[src/rtl/btn_pulse.sv]
// -----------------------------------------------------------------------------
// btn_pulse
//
// Turns a raw, bouncing push-button into a clean debounced level and a
// one-cycle increment strobe for a downstream modulo counter. It can optionally
// auto-repeat while the button is held.
//
// Parameters
//   DB_CYC   debounce window in clk cycles (1 .. 2^32-1)
//   RPT_EN   1 = auto-repeat enabled, 0 = single pulse per press
//   RPT_DLY  clk cycles from the first pulse to the first repeat pulse (>= 1)
//   RPT_PER  clk cycles between successive repeat pulses (>= 1)
//
// Ports
//   clk            system clock, rising-edge active
//   rst            synchronous active-high reset
//   btn_in         raw asynchronous button level, active-high
//   pulse          registered one-cycle strobe per press / repeat event
//   level          registered debounced button state
//   repeat_active  high while the FSM is auto-repeating
// -----------------------------------------------------------------------------
module btn_pulse #(
  parameter int unsigned DB_CYC  = 500000,
  parameter int unsigned RPT_EN  = 1,
  parameter int unsigned RPT_DLY = 50000000,
  parameter int unsigned RPT_PER = 10000000
) (
  input  logic clk,
  input  logic rst,
  input  logic btn_in,
  output logic pulse,
  output logic level,
  output logic repeat_active
);

  typedef enum logic [2:0] {
    IDLE,
    PRESS_DB,
    HELD,
    REPEAT,
    REL_DB
  } state_e;

  localparam logic [31:0] DB_LAST  = 32'(DB_CYC - 1);
  localparam logic [31:0] DLY_LAST = 32'(RPT_DLY - 1);
  localparam logic [31:0] PER_LAST = 32'(RPT_PER - 1);
  localparam logic [31:0] CNT_MAX  = 32'hFFFF_FFFF;
  localparam bit          RPT_ON   = (RPT_EN != 0);

  logic   s1_q, s2_q;
  state_e state_q, state_d;
  logic [31:0] cnt_q, cnt_d;
  logic   pulse_q, pulse_d;
  logic   level_q, level_d;
  logic   fire;
  logic   sync;

  assign sync = s2_q;

  // Two-flop synchronizer: btn_in is asynchronous, so only the second stage
  // is ever allowed to steer the FSM.
  always_ff @(posedge clk) begin
    if (rst) begin
      s1_q <= 1'b0;
      s2_q <= 1'b0;
    end else begin
      s1_q <= btn_in;
      s2_q <= s1_q;
    end
  end

  // State, the shared window/repeat counter and the registered outputs.
  // Reset wins on its edge, so no pulse can ever leave on a reset edge.
  always_ff @(posedge clk) begin
    if (rst) begin
      state_q <= IDLE;
      cnt_q   <= '0;
      pulse_q <= 1'b0;
      level_q <= 1'b0;
    end else begin
      state_q <= state_d;
      cnt_q   <= cnt_d;
      pulse_q <= pulse_d;
      level_q <= level_d;
    end
  end

  // Next-state logic. One counter serves as the debounce timer in PRESS_DB
  // and REL_DB and as the repeat timer in HELD and REPEAT; every state
  // change clears it, so each state measures from its own entry.
  always_comb begin
    state_d = state_q;
    cnt_d   = cnt_q;
    level_d = level_q;
    fire    = 1'b0;

    case (state_q)
      IDLE: begin
        cnt_d = '0;
        if (sync) begin
          state_d = PRESS_DB;
        end
      end

      PRESS_DB: begin
        if (!sync) begin
          state_d = IDLE;
          cnt_d   = '0;
        end else if (cnt_q == DB_LAST) begin
          state_d = HELD;
          level_d = 1'b1;
          fire    = 1'b1;
          cnt_d   = '0;
        end else begin
          cnt_d = cnt_q + 32'd1;
        end
      end

      HELD: begin
        if (!sync) begin
          state_d = REL_DB;
          cnt_d   = '0;
        end else if (RPT_ON && (cnt_q == DLY_LAST)) begin
          state_d = REPEAT;
          fire    = 1'b1;
          cnt_d   = '0;
        end else if (cnt_q != CNT_MAX) begin
          // Saturate so a very long hold with repeat disabled never wraps.
          cnt_d = cnt_q + 32'd1;
        end
      end

      REPEAT: begin
        if (!sync) begin
          state_d = REL_DB;
          cnt_d   = '0;
        end else if (cnt_q == PER_LAST) begin
          fire  = 1'b1;
          cnt_d = '0;
        end else begin
          cnt_d = cnt_q + 32'd1;
        end
      end

      REL_DB: begin
        if (sync) begin
          // Release was only a bounce: back to HELD, level untouched.
          state_d = HELD;
          cnt_d   = '0;
        end else if (cnt_q == DB_LAST) begin
          state_d = IDLE;
          level_d = 1'b0;
          cnt_d   = '0;
        end else begin
          cnt_d = cnt_q + 32'd1;
        end
      end

      default: begin
        state_d = IDLE;
        cnt_d   = '0;
      end
    endcase

    // A strobe never follows a strobe, which keeps RPT_PER=1 or RPT_DLY=1
    // from producing a pulse that is stuck high.
    pulse_d = fire & ~pulse_q;
  end

  assign pulse         = pulse_q;
  assign level         = level_q;
  assign repeat_active = (state_q == REPEAT);

endmodule

[config.mk]
export PLATFORM = sky130hd
export DESIGN_NAME = btn_pulse
export DESIGN_NICKNAME = d
export VERILOG_FILES = /design/src/rtl/btn_pulse.sv
export SDC_FILE = /design/constraint.sdc
export NUM_CORES = 1
export LEC_CHECK = 0
export CAP_MARGIN = 20
export CORE_ASPECT_RATIO = 2
export CORE_MARGIN = 2
export CORE_UTILIZATION = 55
export DETAILED_ROUTE_END_ITERATION = 10
export PLACE_DENSITY_LB_ADDON = 0.2
export SLEW_MARGIN = 0
export SYNTH_ARGS = -nofsm -noshare
export SYNTH_HDL_FRONTEND = slang
export SYNTH_SLANG_ARGS = --single-unit
[constraint.sdc]
create_clock -name clk -period 6.85 [get_ports clk]
set_input_delay 1.37 -clock clk [delete_from_list [all_inputs] [get_ports clk]]
set_output_delay 1.37 -clock clk [all_outputs]
set_load 0.005 [all_outputs]
==> results of run 1 <==
## cells by family after synthesis
group | synth area share (%)
xor+xnor | 4.99
compound gates | 21.8
buf+inv | 5.27
fa+ha+maj | 0.549
flops | 34.2
mux | 0.878
simple gates | 32.2
## power by group through the flow
stage          clock (mW)  combinational (mW)  sequential, mW
6_report            0.199             0.00336           0.228
5_1_grt             0.211             0.00363           0.228
4_1_cts             0.202             0.00335           0.228
3_5_place_dp            0             0.00333           0.233
3_3_place_gp            0             0.00328           0.233
2_1_floorplan           0             0.00204           0.233
## sequential cells by signal (all words and copies together) (netlist names)
register  flops
s2_q          1
state_q       3
s1_q          1
cnt_q        32
pulse         1
level         1
## stage by stage
stage	hold WS (ps)	setup slack, ps
finish	467	3860
global route	474	3650
CTS	465	3870
detailed placement	449	3560
global placement	458	3610
floorplan	414	4550
## worst min path at each step
stage                            endpoint  cells past startpoint             from
after CTS                 s2_q$_SDFF_PP0_                      1  s1_q$_SDFF_PP0_
after global placement    s2_q$_SDFF_PP0_                      1  s1_q$_SDFF_PP0_
after floorplan           s2_q$_SDFF_PP0_                      1  s1_q$_SDFF_PP0_
final                     s2_q$_SDFF_PP0_                      1  s1_q$_SDFF_PP0_
after detailed placement  s2_q$_SDFF_PP0_                      1  s1_q$_SDFF_PP0_
after global routing      s2_q$_SDFF_PP0_                      1  s1_q$_SDFF_PP0_
## area by class of cell
cell class | instances | area [um^2] | area share (%)
clock buffers | 6 | 82.6 | 3.41
flip-flops and latches | 39 | 781 | 32.3
well taps | 52 | 65.1 | 2.69
multi-input cells | 204 | 1380 | 57.0
repair buffers | 6 | 57.6 | 2.38
inverters | 5 | 18.8 | 0.776
clock inverters | 2 | 35.0 | 1.45
## layout by cell type (no fill, tap or decap), drive strengths merged, types with 9 or more instances in the layout
cell type	instances
dfxtp	39
a21oi	20
nand3	16
nand2	15
or4	15
a22oi	14
nand4	13
nor2	10
xnor2	10
o31ai	10
or3	9
## layer usage
layer  vias to the layer above  GRT usage, %
li1                       1023             -
met1                      1028          28.4
met2                        55          47.1
met3                        13          3.61
met4                         0          14.6
met5                         -             0
==> impl_metrics.ini, run 1 <==
[detailed_routing]
wl_met3_um = 187
dr_total_vias = 2119
dr.pass1.iters = 4
wl_met2_um = 3150
avgViaCountPerCell = 6.75
drc_errors = 0
wirelength_um = 5680
wl_met1_um = 2150
dr.first_iter.drc_count = 79
post_drt_wl_per_cell_um = 18.1
highest_layer = met4
ant_nets = 0

[critical_path]
crit_fanout = 32
critPathArrivalTime_ps = 3130
slowest_delay_ps = 700
reg2reg_depth = 6
r2r-end = cnt_q[19]$_SDFFE_PP0P_
crit_required_ps = 6990
crit_start = rst
critical-path-top-delay-family = compound AO/OA/AOI/OAI gates
critPathCaptureType = flip-flop
path_buf_inv = 2
rr_startpoint = cnt_q[0]$_SDFFE_PP0P_
cp_slowest_cell = a2bb2oi_4
ff2ff_setup_slack_ps = 3910
cp-endpoint = cnt_q[19]$_SDFFE_PP0P_
path_cells = clkdlybuf4s50_1, inv_1, and3_1, a2bb2oi_4, a22oi_1
cp_num_cells = 5
cp-start-kind = input pin
path_class = input pin to flip-flop

[synth]
synth_cells = 267
ys_seq_area_share_pct = 34.2
yosys.area.top_type = dfxtp_1
synthTopCellsByCount = 39 x dfxtp_1, 20 x a21oi_1, 16 x nand3_1
synthTopCellsByArea = dfxtp_1 34%, a21oi_1 4.4%, a22oi_1 4.3%
synth_edf_count = 0
async_flop_share_pct = 0
syn_nets = 271
syn_avg_cell_area_um2 = 8.54
synth.distinct_cells = 49
synth_top_area_share_pct = 34.2
ys.flop_type = dfxtp_1
netlist_area_mm2 = 0.00228
yosysMostFrequentCell = dfxtp_1
yosysWarningCount = 0
synth_seq_cells = 39

[power]
ir_drop_mv = 0.140
switching_power_mw = 0.0838
p_seq_share_pct = 53.0
p_total_mw = 0.431
p_int_mw = 0.347
leakage_nw = 0.676
switching_share_pct = 19.5
clock_power_share_pct = 46.3
combPwrFrac_pct = 0.8
power_per_cell_area_mw_per_mm2 = 178

[global_routing]
antenna_found_initial = 0
grt_pass1_wl_um = 9490
grt_util_all_layers_pct = 26.0
grt_pass1_vias = 1995
globalRoute.totalOverflow = 0
grt_max_degree = 33

[layout]
area_delta_synth_final_pct = 6.09
fin_area_mm2 = 0.00242
finish.utilization_pct = 59.8
fill_cells = 411
drive_above_1_share_pct = 6.87
stdcell_count = 314
n_antenna_cell = 0
nNetsFinal = 265

[timing]
worstMarginPinSlew_ps = 926
drv_slew = 0
final-setup-viol-count = 0
clock.fmax_mhz = 335
finalHoldViolCount = 0
rsz0062_at_grt = no
fin_worst_skew_ps = 9.39
finalCritPeriodShare_pct = 43.6
fin_tns_setup_ps = 0
finalCriticalPeriod_ps = 2990
relSlewSlack_pct = 37.9

[die]
rows = 33
die_y_um = 95.1
ios = 6
dieArea_mm2 = 0.00471
initial_core_util_pct = 56.3
die-width_um = 49.5
core_area_mm2 = 0.00405

[cts]
clk_pin_slew_ps = 80
h-tree-depth = 2
ctsResizeCount = 0
post-cts-setup-buffer-count = 0
numCtsBuffers = 5
clockRootBuffer = clkbuf_8
cts_hold_buf = 0
clock_path_buffers = 2
clkSinkCount = 39
clock_latency_ps = 300
cts_tree = yes

[placed_design]
dp.cells = 306
place_congestion = 0.802
io_buffers = 5
dp_hpwl_um = 4070
placed_area_mm2 = 0.00230

[run]
maxCapViolCount = 0

[outcome]
run_status = finished clean

[worst_hold_path]
hold_path.class = flip-flop to flip-flop
Power figures use the tool's default switching activity.
==> inputs of run 2 (changes only) <==
==> constraint.sdc (replaced) <==
create_clock -name clk -period 2.8 [get_ports clk]
set_input_delay 0.56 -clock clk [delete_from_list [all_inputs] [get_ports clk]]
set_output_delay 0.56 -clock clk [all_outputs]
set_load 0.005 [all_outputs]
==> run 2 against run 1 <==
Against the previous run: sequential share of layout area fell by 1.3 points; worst hold slack got worse by 8.9 ps; clock skew rose by 1.9 ps; sequential cell count did not move; critical path depth did not move; highest routed layer unchanged; sequential power rose by 140%; clock power rose by 140%; routed wire length rose by 5.3%.
==> impl_metrics.ini, run 2 (synthesized netlist as in run 1, its figures left out) <==
[outcome]
run_status = finished clean

[cts]
h-tree-depth = 2
clockRootBuffer = clkbuf_8
post-cts-setup-buffer-count = 0
cts_hold_buf = 0
numCtsBuffers = 5
clock_path_buffers = 2
clk_pin_slew_ps = 90
ctsResizeCount = 0
clock_latency_ps = 300
cts_tree = yes
clkSinkCount = 39

[critical_path]
critPathArrivalTime_ps = 2630
path_cells = nand4_1, or3_1, or3_1, or4_1, a22oi_1
critPathMostFrequentCell = or3_1
crit_start = cnt_q[9]$_SDFFE_PP0P_
rr_startpoint = cnt_q[9]$_SDFFE_PP0P_
crit_required_ps = 3020
critPathCaptureType = flip-flop
path_class = flip-flop to flip-flop
slowest_delay_ps = 540
crit_fanout = 12
cp-start-kind = flip-flop
cp_slowest_cell = dfxtp_1

[detailed_routing]
dr.first_iter.drc_count = 43
dr_total_vias = 2177
wirelength_um = 5980
ant_nets = 0
post_drt_wl_per_cell_um = 18.4
dr.pass1.iters = 4
drc_errors = 0
avgViaCountPerCell = 6.68

[timing]
holdWs_ps = 458
drv_slew = 0
fin_ws_ps = 393
clock.fmax_mhz = 415
finalCriticalPeriod_ps = 2410
fin_worst_skew_ps = 11.2
worstMarginPinSlew_ps = 485
rsz0062_at_grt = no
fin_tns_setup_ps = 0
finalHoldViolCount = 0
relSlewSlack_pct = 66.9
final-setup-viol-count = 0
finalCritPeriodShare_pct = 86.0

[global_routing]
grt_util_all_layers_pct = 27.2
antenna_found_initial = 0
globalRoute.totalOverflow = 0
grt_pass1_wl_um = 9850
grt_max_degree = 33
grt_pass1_vias = 2070

[placed_design]
place_congestion = 0.881
placed_area_mm2 = 0.00240
dp_slack_ps = 426
dp.cells = 318
io_buffers = 5
dp_hpwl_um = 4330

[power]
leakage_nw = 0.740
ir_drop_mv = 0.368
power_per_cell_area_mw_per_mm2 = 415
p_total_mw = 1.04

[layout]
n_antenna_cell = 0
nNetsFinal = 277
top_regs = cnt_q (32), state_q (3)
fin_area_mm2 = 0.00252
area_delta_synth_final_pct = 10.4
fill_cells = 390
finish.utilization_pct = 62.2
largest_reg_flops = 32
drive_above_1_share_pct = 10.9
layout_commonest_cell = dfxtp_1
layout_common_cells = 39 x dfxtp_1, 20 x a21oi_1, 16 x nand3_1, 15 x nand2_1
top_register = cnt_q
stdcell_count = 326

[die]
die_y_um = 95.1
core_area_mm2 = 0.00405
dieArea_mm2 = 0.00471
ios = 6
die-width_um = 49.5
rows = 33
initial_core_util_pct = 56.3

[run]
maxCapViolCount = 0

[worst_hold_path]
hp-start = s1_q$_SDFF_PP0_
hold_path.class = flip-flop to flip-flop
run 2: final cells by class:
type | count | area [um^2] | area share, %
Inverter | 5 | 18.8 | 0.746
Clock inverter | 3 | 43.8 | 1.74
Timing Repair Buffer | 18 | 160 | 6.37
Sequential cell | 39 | 781 | 31.0
Clock buffer | 5 | 68.8 | 2.73
Multi-Input combinational cell | 204 | 1380 | 54.8
Tap cell | 52 | 65.1 | 2.59
run 2: critical path: cells and delay by family, from the launching register on:
kind | cells | cell delay, ps
DFF | 1 | 540
and+or+nand+nor | 4 | 1650
AOI/OAI and AO/OA | 1 | 150
run 2: per-layer routing:
metal / share of wire (%) / routed length [um] / vias up / track usage, %
li1: - / - / 1055 / -
met1: 38 / 2270 / 1050 / 28.1
met2: 55 / 3290 / 48 / 50.8
met3: 2.6 / 154 / 24 / 3.61
met4: 4.5 / 269 / 0 / 16.0
met5: 0 / 0 / - / 0
run 2: report_power, final:
group	internal, mW	total (mW)	switching, mW
combinational	0.00460	0.00860	0.00400
clock	0.265	0.477	0.212
sequential	0.556	0.558	0.00245
run 2: worst paths after layout:
kind / to / slack, ps / depth (start not counted)
hold reg to reg: s2_q$_SDFF_PP0_ / 460 / 1
hold / removal: s2_q$_SDFF_PP0_ / 460 / 1
setup reg to reg: cnt_q[23]$_SDFFE_PP0P_ / 390 / 5
setup / recovery: cnt_q[23]$_SDFFE_PP0P_ / 390 / 5
==> inputs of run 3 (changes only) <==
--- a/config.mk
+++ b/config.mk
@@ -11,6 +11,7 @@
 export CORE_UTILIZATION = 55
 export DETAILED_ROUTE_END_ITERATION = 10
 export PLACE_DENSITY_LB_ADDON = 0.2
+export REMOVE_ABC_BUFFERS = 1
 export SLEW_MARGIN = 0
 export SYNTH_ARGS = -nofsm -noshare
 export SYNTH_HDL_FRONTEND = slang
==> run 3 against run 2 <==
Against the previous run: final area decreased by 1.6%; die area unchanged; register-to-register slack got worse by 30 ps; critical path type unchanged.
==> impl_metrics.ini, run 3 (synthesized netlist as in run 1, its figures left out) <==
[detailed_routing]
dr_total_vias = 2159
dr.first_iter.drc_count = 82
post_drt_wl_per_cell_um = 18.0
dr.pass1.iters = 5
avgViaCountPerCell = 6.68
ant_nets = 0
wirelength_um = 5810
drc_errors = 0

[critical_path]
crit_required_ps = 2960
critPathArrivalTime_ps = 2590
critPathMostFrequentCell = or4_4
critPathCaptureType = flip-flop
cp_slowest_cell = or4_4
cp-start-kind = flip-flop
path_class = flip-flop to flip-flop
path_buf_inv = 1
path_cells = or4_4, or4_4, nor3_4, a2bb2oi_4, buf_12, a22oi_1
critical-path-top-delay-family = simple AND/OR/NAND/NOR gates
slowest_delay_ps = 570
crit_fanout = 32

[global_routing]
antenna_found_initial = 0
globalRoute.totalOverflow = 0
grt_pass1_vias = 2071
grt_pass1_wl_um = 9890
grt_util_all_layers_pct = 27.3
grt_max_degree = 33

[cts]
post-cts-setup-buffer-count = 0
clock_path_buffers = 2
h-tree-depth = 2
numCtsBuffers = 5
cts_hold_buf = 0
clockRootBuffer = clkbuf_8
clkSinkCount = 39
clk_pin_slew_ps = 70
cts_tree = yes
clock_latency_ps = 290
ctsResizeCount = 0

[timing]
holdWs_ps = 450
fin_tns_setup_ps = 0
fin_worst_skew_ps = 4.27
drv_slew = 0
finalCritPeriodShare_pct = 87.1
finalCriticalPeriod_ps = 2440
finalHoldViolCount = 0
worstMarginPinSlew_ps = 619
final-setup-viol-count = 0
clock.fmax_mhz = 410
rsz0062_at_grt = no
relSlewSlack_pct = 57.7

[placed_design]
placed_area_mm2 = 0.00239
place_congestion = 0.861
io_buffers = 5
dp_hpwl_um = 4270
dp.cells = 316

[power]
ir_drop_mv = 0.286
power_per_cell_area_mw_per_mm2 = 384
leakage_nw = 0.718

[layout]
drive_above_1_share_pct = 9.96
layout_common_cells = 39 x dfxtp_1, 20 x a21oi_1, 16 x nand3_1, 15 x nand2_1
top_regs = cnt_q (32), state_q (3)
n_antenna_cell = 0
fin_area_mm2 = 0.00248
largest_reg_flops = 32
top_register = cnt_q
nNetsFinal = 275
area_delta_synth_final_pct = 8.62
layout_commonest_cell = dfxtp_1
stdcell_count = 323

[die]
core_area_mm2 = 0.00405
die_y_um = 95.1
initial_core_util_pct = 56.3
ios = 6
dieArea_mm2 = 0.00471
die-width_um = 49.5
rows = 33

[run]
maxCapViolCount = 0

[outcome]
run_status = finished clean

[worst_hold_path]
hold_path.class = flip-flop to flip-flop
## run 3: changes by cell type in the layout (fill, tap and decap cells not counted)
cell	change
bufinv_16	-1
clkbuf_8	+1
clkinv_4	-1
buf_4	-2
## run 3: per-stage QoR
stage	worst slack [ps]	power [mW]	utilization [%]
global route	240	0.977	61.2
finish	362	0.950	61.2
detailed placement	381	0.580	59.0
CTS	366	0.959	61.2
floorplan	335	0.574	-
global placement	402	0.580	59.0
## run 3: path summary, 6_finish.rpt
| path | start | endpoint | slack [ps] | cells past startpoint |
|---|---|---|---|---|
| worst min-delay path | s1_q$_SDFF_PP0_ | s2_q$_SDFF_PP0_ | 450 | 1 |
| worst max register to register | cnt_q[26]$_SDFFE_PP0P_ | cnt_q[23]$_SDFFE_PP0P_ | 360 | 6 |
| worst min register to register | s1_q$_SDFF_PP0_ | s2_q$_SDFF_PP0_ | 450 | 1 |
| worst max-delay path | cnt_q[26]$_SDFFE_PP0P_ | cnt_q[23]$_SDFFE_PP0P_ | 360 | 6 |
## run 3: power breakdown
part	internal [mW]	switching, mW
combinational	0.00458	0.00363
sequential	0.556	0.00238
clock	0.193	0.190
## run 3: routing by layer
metal	track usage [%]	routed length, um
met5	0	0
met4	15.7	223
met1	27.9	2250
met3	3.29	175
met2	51.7	3160
## run 3: final cells by class
class | count | area, um^2
Clock buffer | 6 | 82.6
Clock inverter | 1 | 5.00
Fill cell | 399 | 1570
Inverter | 5 | 18.8
Multi-Input combinational cell | 204 | 1380
Sequential cell | 39 | 781
Tap cell | 52 | 65.1
Timing Repair Buffer | 16 | 145
## run 3: worst reg2reg max path, cell delays in order (launching register included)
cell and delay (ps):
dfxtp_1 350, or4_4 570, or4_4 540, nor3_4 310
a2bb2oi_4 210, buf_12 200, a22oi_1 120
